File: config.mk
export PLATFORM = sky130hd
export DESIGN_NAME = mcs_sdram_bridge
export DESIGN_NICKNAME = d
export VERILOG_FILES = /design/src/rtl/mcs_sdram_bridge_pkg.sv /design/src/rtl/mcs_sdram_bridge_wdog.sv /design/src/rtl/mcs_sdram_bridge.sv
export SDC_FILE = /design/constraint.sdc
export NUM_CORES = 1
export LEC_CHECK = 0
export BUFFER_PORTS_ARGS = -buffer_cell sky130_fd_sc_hd__buf_4
export CORE_MARGIN = 2
export CORE_UTILIZATION = 50
export CTS_BUF_LIST = sky130_fd_sc_hd__clkbuf_16
export CTS_CLUSTER_SIZE = 10
export DETAILED_ROUTE_END_ITERATION = 7
export PLACE_DENSITY = 0.81
export SLEW_MARGIN = 30
export SYNTH_ARGS = -nofsm -noshare
export SYNTH_HDL_FRONTEND = slang
export SYNTH_SLANG_ARGS = --single-unit
File: constraint.sdc
create_clock -name clk -period 2.1 [get_ports clk]
set_input_delay 0.105 -clock clk [delete_from_list [all_inputs] [get_ports clk]]
set_output_delay 0.105 -clock clk [all_outputs]
set_load 0.01 [all_outputs]
File: src/rtl/mcs_sdram_bridge_pkg.sv
// Shared types and helpers for the MCS-to-SDRAM command bridge.
package mcs_sdram_bridge_pkg;

   localparam int          WORD_ADDR_W  = 23;
   localparam int          WINDOW_MSB   = 24;
   localparam logic [31:0] TIMEOUT_DATA = 32'hDEAD_BEEF;

   typedef enum logic [2:0] {
      ST_IDLE         = 3'd0,
      ST_WR_ISSUE     = 3'd1,
      ST_RD_ISSUE     = 3'd2,
      ST_RD_WAIT      = 3'd3,
      ST_RMW_RD_ISSUE = 3'd4,
      ST_RMW_RD_WAIT  = 3'd5,
      ST_RMW_WR_ISSUE = 3'd6,
      ST_RESP         = 3'd7
   } state_e;

   // Lanes with their enable set take the new write data, the rest keep the fetched word.
   function automatic logic [31:0] merge_lanes(input logic [31:0] wdata,
                                               input logic [31:0] rdata,
                                               input logic [3:0]  be);
      logic [31:0] merged;
      merged = rdata;
      for (int i = 0; i < 4; i++) begin
         if (be[i]) merged[8*i +: 8] = wdata[8*i +: 8];
      end
      return merged;
   endfunction

endpackage

File: src/rtl/mcs_sdram_bridge_wdog.sv
// Read-response watchdog: counts cycles spent waiting and flags a sticky error on expiry.
module mcs_sdram_bridge_wdog #(
   parameter int unsigned TIMEOUT_CYCLES = 1024
) (
   input  logic clk,
   input  logic rst_n,
   input  logic run_i,
   output logic expired_o,
   output logic err_o
);

   localparam int unsigned CNT_W = $clog2(TIMEOUT_CYCLES + 1);

   logic [CNT_W-1:0] cnt_q;
   logic             err_q;

   // The counter sits at zero whenever no wait is in progress, so entry always starts from zero.
   assign expired_o = run_i && (cnt_q == CNT_W'(TIMEOUT_CYCLES - 1));
   assign err_o     = err_q;

   always_ff @(posedge clk or negedge rst_n) begin
      if (!rst_n) begin
         cnt_q <= '0;
         err_q <= 1'b0;
      end else begin
         if (run_i) cnt_q <= cnt_q + CNT_W'(1);
         else       cnt_q <= '0;
         if (expired_o) err_q <= 1'b1;
      end
   end

endmodule

File: src/rtl/mcs_sdram_bridge.sv
// MCS IO-bus to SDRAM controller command bridge with read-modify-write for partial writes.
// Optional read watchdog enabled by defining MCS_SDRAM_BRIDGE_TIMEOUT_EN.
module mcs_sdram_bridge
   import mcs_sdram_bridge_pkg::*;
#(
   parameter logic [31:0] BASE_ADDR      = 32'hC000_0000,
   parameter int unsigned TIMEOUT_CYCLES = 1024,
   parameter logic [31:0] MISS_DATA      = 32'h0000_0000
) (
   input  logic                   clk,
   input  logic                   rst_n,
   input  logic                   io_addr_strobe,
   input  logic                   io_read_strobe,
   input  logic                   io_write_strobe,
   input  logic [31:0]            io_address,
   input  logic [3:0]             io_byte_enable,
   input  logic [31:0]            io_write_data,
   output logic [31:0]            io_read_data,
   output logic                   io_ready,
   output logic [WORD_ADDR_W-1:0] addr,
   output logic                   rw,
   output logic [31:0]            data_in,
   output logic                   in_valid,
   input  logic                   busy,
   input  logic [31:0]            data_out,
   input  logic                   out_valid,
   output logic                   err
);

   state_e                 state_q;
   logic [WORD_ADDR_W-1:0] addr_q;
   logic                   rw_q;
   logic [31:0]            data_in_q;
   logic [31:0]            wdata_q;
   logic [3:0]             be_q;
   logic [31:0]            io_read_data_q;
   logic                   io_ready_q;

   logic in_window;
   logic is_read;
   logic in_issue;
   logic in_wait;
   logic timeout;
   logic unused_addr_bits;

   assign unused_addr_bits = ^io_address[1:0];
   assign in_window = (io_address[31:WINDOW_MSB+1] == BASE_ADDR[31:WINDOW_MSB+1]);
   assign is_read   = io_read_strobe | ~io_write_strobe;
   assign in_issue  = (state_q == ST_WR_ISSUE) || (state_q == ST_RD_ISSUE) ||
                      (state_q == ST_RMW_RD_ISSUE) || (state_q == ST_RMW_WR_ISSUE);
   assign in_wait   = (state_q == ST_RD_WAIT) || (state_q == ST_RMW_RD_WAIT);

   assign in_valid     = in_issue & ~busy;
   assign addr         = addr_q;
   assign rw           = rw_q;
   assign data_in      = data_in_q;
   assign io_read_data = io_read_data_q;
   assign io_ready     = io_ready_q;

`ifdef MCS_SDRAM_BRIDGE_TIMEOUT_EN
   logic wait_run;
   assign wait_run = in_wait & ~out_valid;

   mcs_sdram_bridge_wdog #(
      .TIMEOUT_CYCLES(TIMEOUT_CYCLES)
   ) u_wdog (
      .clk       (clk),
      .rst_n     (rst_n),
      .run_i     (wait_run),
      .expired_o (timeout),
      .err_o     (err)
   );
`else
   logic unused_wait;
   assign unused_wait = in_wait;
   assign timeout     = 1'b0;
   assign err         = 1'b0;
`endif

   // RESP lasts two cycles when entered straight from IDLE so no-command accesses
   // complete on the same cycle as a single issued write.
   always_ff @(posedge clk or negedge rst_n) begin
      if (!rst_n) begin
         state_q        <= ST_IDLE;
         addr_q         <= '0;
         rw_q           <= 1'b0;
         data_in_q      <= '0;
         wdata_q        <= '0;
         be_q           <= '0;
         io_read_data_q <= '0;
         io_ready_q     <= 1'b0;
      end else begin
         io_ready_q <= 1'b0;
         case (state_q)
            ST_IDLE: begin
               if (io_addr_strobe) begin
                  addr_q    <= io_address[WINDOW_MSB:2];
                  wdata_q   <= io_write_data;
                  be_q      <= io_byte_enable;
                  data_in_q <= io_write_data;
                  if (!in_window) begin
                     if (is_read) io_read_data_q <= MISS_DATA;
                     state_q <= ST_RESP;
                  end else if (is_read) begin
                     rw_q    <= 1'b0;
                     state_q <= ST_RD_ISSUE;
                  end else if (io_byte_enable == 4'b1111) begin
                     rw_q    <= 1'b1;
                     state_q <= ST_WR_ISSUE;
                  end else if (io_byte_enable == 4'b0000) begin
                     state_q <= ST_RESP;
                  end else begin
                     rw_q    <= 1'b0;
                     state_q <= ST_RMW_RD_ISSUE;
                  end
               end
            end
            ST_WR_ISSUE, ST_RMW_WR_ISSUE: begin
               if (!busy) begin
                  io_ready_q <= 1'b1;
                  state_q    <= ST_RESP;
               end
            end
            ST_RD_ISSUE: begin
               if (!busy) state_q <= ST_RD_WAIT;
            end
            ST_RMW_RD_ISSUE: begin
               if (!busy) state_q <= ST_RMW_RD_WAIT;
            end
            ST_RD_WAIT: begin
               if (out_valid) begin
                  io_read_data_q <= data_out;
                  io_ready_q     <= 1'b1;
                  state_q        <= ST_RESP;
               end else if (timeout) begin
                  io_read_data_q <= TIMEOUT_DATA;
                  io_ready_q     <= 1'b1;
                  state_q        <= ST_RESP;
               end
            end
            ST_RMW_RD_WAIT: begin
               if (out_valid) begin
                  data_in_q <= merge_lanes(wdata_q, data_out, be_q);
                  rw_q      <= 1'b1;
                  state_q   <= ST_RMW_WR_ISSUE;
               end else if (timeout) begin
                  io_ready_q <= 1'b1;
                  state_q    <= ST_RESP;
               end
            end
            ST_RESP: begin
               if (io_ready_q) state_q <= ST_IDLE;
               else            io_ready_q <= 1'b1;
            end
            default: state_q <= ST_IDLE;
         endcase
      end
   end

endmodule
==> results.txt, run 1 <==
In this run the worst hold path is classified as input pin to flop. The library cells used most frequently in the layout, excluding fill and tap cells, are sky130_fd_sc_hd__buf_4, sky130_fd_sc_hd__dfrtp_1, sky130_fd_sc_hd__dlygate4sd3_1. The flow ran to the end, and the final reports show no timing, DRC or antenna violations. The final critical-path required period is ~1.9 ns. The maximum fanout along the worst path came out at 33. The internal portion of the total power is roughly 7.5 mW. Setup repair after global routing left no endpoint under its margin. The required time of the worst setup path is ~2.4 ns. The final-report hold violation count came out at 0. The floorplan has 38 rows. The period utilization came out at 90.5%. The gate count after technology mapping came out at about 460.

In this run the power spent charging and discharging nets is approximately 3.8 mW. The pre-antenna-repair detailed-routing pass consisted of 7 iterations. The total of flip-flops plus latches after synthesis came out at between 100 and 150. The detailed-route vias per instance came out at 5.47. 0 antenna diodes ended up in the layout. The clock tree from TritonCTS is built.

The accumulated negative setup slack is 0 ns. Compared with the post-synthesis result, the final layout area differs by 55.3%. The initial antenna violation count came to 0. The detailed router finished its first iteration with 345 violations. The number of antenna-violating nets in the routed design is 0.

The vertical extent of the die is between 100 and 150 um. The area enclosed by the die boundary came out at 11,900 sq um. Power comes to roughly 11 mW.

Entering global routing, the biggest net connects 65 pins. In the final routed layout, each cell accounts on average for 18.8 um. After floorplanning, the core was sized to cover about 11,000 sq um. The final RePlAce weighted congestion came out at approximately 0.9.

The final worst clock skew came out at about 0.0057 ns. The post-synthesis instance area came out at 5510 sq um. The highest attainable clock frequency is 526 MHz. The final routed DRC violation total came out at 0. The count of final setup violators is 0. Net switching is between 30% and 40% of the power. The overflow left after global routing came out at 0. The number of global-route vias before repair came out at approximately 5,200. The layout net count came out at between 800 and 900.

Counting every net in the synthesized netlist gives 570. The worst-case clock buffer depth came out at 2. In this run the power density over the cells is approximately 1300 nW/um^2. The number of distinct library cells after synthesis is 35. Counting flops with an async set or reset pin after synthesis yields a share of between 90% and 100%. In this run, the clock network consumes between 20% and 30% of the power. The total via count after detailed routing came out at ~4,900.

The total of warnings raised by yosys is 0. The type of the worst setup path is flop to flop. Leaving out fill and tap cells, the most frequent cell in the layout is sky130_fd_sc_hd__buf_4. The max capacitance violation total is 0. The number of levels the H-tree was split into is 4. The detailed-route wire length came out at around 17 mm.

In this run the clock root is driven by a sky130_fd_sc_hd__clkbuf_16. In this run the tool buffered the top-level ports with about 190 buffer cells. The chip width came out at 109 um.

The clock reaches the later pin of the worst-skew pair after 0.41 ns. The synthesized area per cell came out at around 12 sq um. The post-synthesis sequential area ratio came out at between 50% and 60%. Sequential cells account for between 40% and 50% of the total power. STA classifies the critical path startpoint as a flop. The first global-routing pass estimated around 26 mm of wire.

The CTS buffer count is 17. The clock input transition at the sequential cells of the worst setup and hold paths is about 0.060 ns. The largest vdd supply drop is between 1 and 1.5 mV. The count of flip-flops with a built-in enable after synthesis is 0. For the pin with the worst max-slew slack, the measured transition is ~0.53 ns. The share of post-route cells with drive strength above 1 came out at 36.9%. The static leakage came out at approximately 4.1 nW. The CTS sink count is around 130. The total routing resource utilization after global routing came out at 29.8%. The count of pins on the block boundary came out at ~200. Among all flip-flop cells after synthesis, the most frequent one is sky130_fd_sc_hd__dfrtp_1. STA classifies the critical path endpoint as a flop. The count of pins over their slew limit is 0. The initial utilization of the core area, before any placement, comes to about half.

The HPWL after detailed placement is around 10 mm. The share of power burned in combinational logic is approximately 37%. The arrival time at the worst endpoint is roughly 2.2 ns.

The worst slew slack as a fraction of its limit came out at between 60% and 70%.
-- stage by stage --
| stage | util (%) | hold WS (ns) | worst slack, ns | instances | area, sq um |
|---|---|---|---|---|---|
| 6_report | 79.3 | 0.0555 | 0.201 | 898 | 8560 |
| 3_3_place_gp | 66.0 | 0.104 | 0.233 | 774 | 7120 |
| 2_1_floorplan | - | -0.191 | 0.398 | 463 | 5510 |
| 3_5_place_dp | 66.0 | 0.102 | 0.143 | 774 | 7120 |
| 5_1_grt | 79.3 | 0.0831 | 0.0773 | 898 | 8560 |
| 4_1_cts | 79.3 | 0.0399 | 0.135 | 898 | 8560 |
-- flip-flops by register name, summed over array words and instances (netlist names) --
register      flops
be_q              4
state_q           3
io_ready          1
io_read_data     32
addr             23
wdata_q          32
rw                1
data_in          32
-- timing repair --
item	CTS	global route
setup buffers	0	0
gates resized for setup	0	1
endpoints found under the setup margin	0	5
hold buffers	92	0
hold endpoints to repair	146	0
-- worst max-delay path, cell delays in order, from the launching register on --
cell,delay [ns]
sky130_fd_sc_hd__dfrtp_1,0.53
sky130_fd_sc_hd__nor4b_4,0.38
sky130_fd_sc_hd__buf_12,0.27
sky130_fd_sc_hd__a31oi_4,0.11
sky130_fd_sc_hd__buf_4,0.23
sky130_fd_sc_hd__a22o_1,0.24
-- Yosys cell counts, types with 2 or more instances --
cell type	number	area (sq um)
sky130_fd_sc_hd__buf_1	5	18.8
sky130_fd_sc_hd__o211ai_1	2	15.0
sky130_fd_sc_hd__clkbuf_1	15	56.3
sky130_fd_sc_hd__a22o_1	32	280
sky130_fd_sc_hd__nand2_1	67	251
sky130_fd_sc_hd__nor2_1	3	11.3
sky130_fd_sc_hd__inv_1	5	18.8
sky130_fd_sc_hd__mux2i_1	34	340
sky130_fd_sc_hd__mux2_2	49	552
sky130_fd_sc_hd__buf_2	9	45.0
sky130_fd_sc_hd__buf_4	6	45.0
sky130_fd_sc_hd__o21ai_1	2	10.0
sky130_fd_sc_hd__nor2b_1	3	18.8
sky130_fd_sc_hd__nor3_1	2	10.0
sky130_fd_sc_hd__o21ai_0	67	335
sky130_fd_sc_hd__nand3_1	2	10.0
sky130_fd_sc_hd__a21oi_1	4	20.0
sky130_fd_sc_hd__a31oi_1	2	12.5
sky130_fd_sc_hd__dfrtp_1	128	3200
sky130_fd_sc_hd__mux2_1	11	124
-- path summary, 6_finish.rpt --
| kind | start | to | slack, ns | cells after the start |
|---|---|---|---|---|
| min in group asynchronous | rst_n | io_read_data[12] | 0.23 | 2 |
| worst max-delay path | state_q[1] | io_read_data[29] | 0.20 | 5 |
| worst min-delay path | busy | state_q[0] | 0.06 | 4 |
| worst max register to register | state_q[1] | io_read_data[29] | 0.20 | 5 |
| worst min register to register | data_in[28] | data_in[28] | 0.48 | 2 |
| max in group asynchronous | rst_n | data_in[16] | 1.16 | 3 |
-- cell type report --
type / instances / area (sq um)
flip-flops and latches: 128 / 3200
clock inverters: 15 / 86.3
fillers: 608 / 2230
repair buffers: 298 / 2500
well taps: 140 / 175
inverters: 5 / 18.8
multi-input cells: 295 / 2150
clock buffers: 17 / 425
-- routing by layer --
metal | vias up | routed length, um | track usage [%]
li1 | 2216 | - | -
met1 | 2438 | 6620 | 34.1
met2 | 215 | 8630 | 51.6
met3 | 44 | 1190 | 8.55
met4 | 0 | 477 | 13.2
met5 | - | 0 | 0
-- power groups by stage --
stage | clock, mW | sequential (mW) | combinational (mW)
2_1_floorplan | 0 | 4.53 | 1.93
3_3_place_gp | 0 | 4.44 | 3.80
3_5_place_dp | 0 | 4.51 | 3.94
4_1_cts | 2.59 | 4.51 | 4.10
5_1_grt | 2.71 | 4.69 | 4.53
6_report | 2.57 | 4.57 | 4.17
-- cell families (layout without fill, tap and decap cells) --
kind of cell | after synthesis | in the layout | synth area share, %
mux | 94 | 94 | 18.4
other cells | 1 | 1 | 0.0681
buf+inv | 40 | 335 | 3.34
simple gates | 85 | 85 | 6.86
flops | 128 | 128 | 58.1
compound gates | 115 | 115 | 13.2
No activity file was read; power rests on OpenSTA's default activity.
==> inputs of run 2 (changes only) <==
--- a/config.mk
+++ b/config.mk
@@ -5,7 +5,7 @@
 export SDC_FILE = /design/constraint.sdc
 export NUM_CORES = 1
 export LEC_CHECK = 0
-export BUFFER_PORTS_ARGS = -buffer_cell sky130_fd_sc_hd__buf_4
+export BUFFER_PORTS_ARGS = -buffer_cell sky130_fd_sc_hd__buf_2
 export CORE_MARGIN = 2
 export CORE_UTILIZATION = 50
 export CTS_BUF_LIST = sky130_fd_sc_hd__clkbuf_16
==> run 2 against run 1 <==
Effect of this change: worst hold slack better by 0.013 ns; via count shrank 0.37%; total power down 4.2%; worst setup slack worse by 0.019 ns; clock-buffer cell count unchanged; critical path depth shrank 1; first-iteration DRC count up 12%; routed wire length fell by 4.8%; sequential share of layout area grew 2.2 points; fmax decreased by 1.0%; cell count shrank 0.11%; utilization down 4.4 points; critical path type unchanged.
==> results.txt, run 2 (synthesized netlist as in run 1, its figures left out) <==
The detailed-placement wirelength estimate came out at 9.77 mm (-3.6%). The capturing element type of the critical path is a flop. The highest attainable clock frequency came to 521 MHz (-1.0%). The CTS sink count came out at 128 (unchanged). The initial antenna violation count is 0 (unchanged). The max capacitance violation total is 0 (unchanged). The maximum number of pins on one net before global-route repair came out at 49 (-25%).

The count of final setup violators is 0 (unchanged). The worst setup path is launched from a flop. The CTS buffer count is 17 (unchanged). The number of antenna-violating nets in the routed design is 0 (unchanged). The arrival time at the worst endpoint came out at 2.21 ns (+0.02 ns).

The number of gates resized after CTS was 0 (unchanged). The largest vdd supply drop was 0.997 mV (-1.2%). The final routed DRC violation total is 0 (unchanged). The layout net count was 853 (+0.12%). The fill cell instance count of the final layout was 686 (+13%).

The final critical-path required period came out at 1.92 ns (+0.0194 ns). The final cell count without fillers is 897 (-0.11%). The detailed-route vias per instance is 5.46 (-0.26%).

The number of DRC markers in iteration 0 came out at 387 (+12%). In the layout the commonest cells are sky130_fd_sc_hd__buf_2, sky130_fd_sc_hd__dfrtp_1, sky130_fd_sc_hd__dlygate4sd3_1. The tightest min-delay check is of the input pin to flop type. The static leakage was 4.01 nW (-3.0%).

The average routed wire per standard cell is 18.0 um (-4.7%). The maximum fanout along the worst path came out at 30 (-9.1%). The layout-stage area growth over the synthesis result is 46.8%. CTS placed an instance of sky130_fd_sc_hd__clkbuf_16 at the clock tree root. The detailed-router iteration count before antenna repair is 5 (-2). The critical path in this run is classified as flop to flop. The count of pins over their slew limit came out at 0 (unchanged). The total routing resource utilization after global routing came out at 27.8% (-2.0 points). The total via count after detailed routing came out at 4,895 (-0.37%). The number of global-route vias before repair is 5,068 (-2.4%). Traced cell by cell, the critical path runs through nor4b_4, buf_12, buf_4, mux2_2.

The transition time of the tightest slew-check pin is 0.550 ns (+0.0172 ns). The final-report hold violation count was 0 (unchanged). The clock latency on the worst-skew pair came to 0.41 ns (about the same). The number of buffers inserted by port buffering is 194 (unchanged).

The starting density of the core came out at 51.1% (unchanged). The chip width was 109 um (unchanged). The area enclosed by the die boundary came out at 11,900 sq um (unchanged). The worst slew slack as a fraction of its limit is 63.4% (-1.1 points).

Setup repair after global routing left no endpoint under its margin. The areal power density over the cells came to 1340 nW/um^2 (+1.4%). The worst-case clock buffer depth was 2 (unchanged). The cell count after placement is 775 (+0.13%).

The vertical extent of the die was 109 um (unchanged). The number of antenna repair diodes came out at 0 (unchanged). The number of levels the H-tree was split into came to 4 (unchanged). The overflow left after global routing came out at 0 (unchanged). The final RePlAce weighted congestion came out at 0.887 (+1.0%).

The library cell used most frequently in the layout, excluding fill and tap cells, is sky130_fd_sc_hd__buf_2. The clock input transition at the sequential cells of the worst setup and hold paths is 0.05 ns (about the same). The clock tree from TritonCTS is built. The detailed-route wire length came out at 16.1 mm (-4.8%). The count of standard-cell rows came to 38 (unchanged). The accumulated negative setup slack is 0 ns (unchanged). The run finished with clean final reports. The total power is 10.8 mW (-4.2%). The required time of the worst setup path was 2.39 ns (about the same). The final worst clock skew came out at 0.00440 ns (-0.00126 ns). The core box area is 10,800 sq um (unchanged).

The critical path's largest stage delay is 0.53 ns (about the same). The count of pins on the block boundary is 198 (unchanged). The share of post-route cells with drive strength above 1 came out at 37.5% (+0.58 points). On the critical path, the stage with the largest delay is an instance of sky130_fd_sc_hd__dfrtp_1. The period utilization came out at 91.4% (+0.93 points). The wire length of the first global-routing pass is 24.9 mm (-5.4%).
## run 2: cell types whose count changed in the layout (fill, tap and decap cells not counted), sizes merged
cell | before | now
bufinv | 1 | 2
clkinv | 11 | 8
buf | 206 | 207
## run 2: worst max-delay path: cells and delay by family (launching register included)
family                 cells  cell delay (ns)
muxes                      1             0.36
and+or+nand+nor            1             0.40
buffers and inverters      2             0.50
DFF                        1             0.53
## run 2: metrics by stage
step	setup WS, ns	hold slack, ns	cell area (sq um)	utilization [%]
after global placement	0.257	0.0516	6640	61.5
after global routing	0.103	0.0970	8090	74.9
final	0.181	0.0685	8090	74.9
after CTS	0.199	0.0473	8090	74.9
after detailed placement	0.205	0.0609	6640	61.5
after floorplan	0.398	-0.191	5510	-
## run 2: final cells by class
type / count / area (sq um) / area share [%]
clock buffers: 17 / 425 / 5.26
clock inverters: 13 / 108 / 1.33
inverters: 5 / 18.8 / 0.232
multi-input cells: 295 / 2150 / 26.6
flip-flops and latches: 128 / 3200 / 39.6
well taps: 140 / 175 / 2.17
repair buffers: 299 / 2010 / 24.8
## run 2: power breakdown
part           internal [mW]  switching [mW]  total (mW)
Sequential              3.62           0.882        4.50
Clock                   1.69            1.01        2.70
Combinational           1.86            1.78        3.64
Total                   7.17            3.67        10.8
## run 2: final timing paths
| kind | to | slack [ns] | cells past startpoint | start |
|---|---|---|---|---|
| setup / recovery | wdata_q[26] | 0.18 | 4 | state_q[1] |
| hold / removal | state_q[0] | 0.07 | 4 | busy |
| setup reg to reg | wdata_q[26] | 0.18 | 4 | state_q[1] |
| hold reg to reg | data_in[13] | 0.48 | 2 | data_in[13] |
| max in group asynchronous | data_in[5] | 1.16 | 3 | rst_n |
| min in group asynchronous | io_read_data[20] | 0.17 | 2 | rst_n |
## run 2: routing by layer
metal	global-route usage, %	part of all wire, %
met1	31.4	39
met2	49.4	52
met5	0	0
met3	8.67	7.4
met4	9.62	1.5
## run 2: timing repair
item                                   4_1_cts  5_1_grt
hold buffers                                92        0
buffers inserted                             0        0
setup endpoints to repair                    0        0
endpoints found under the hold margin      137        0
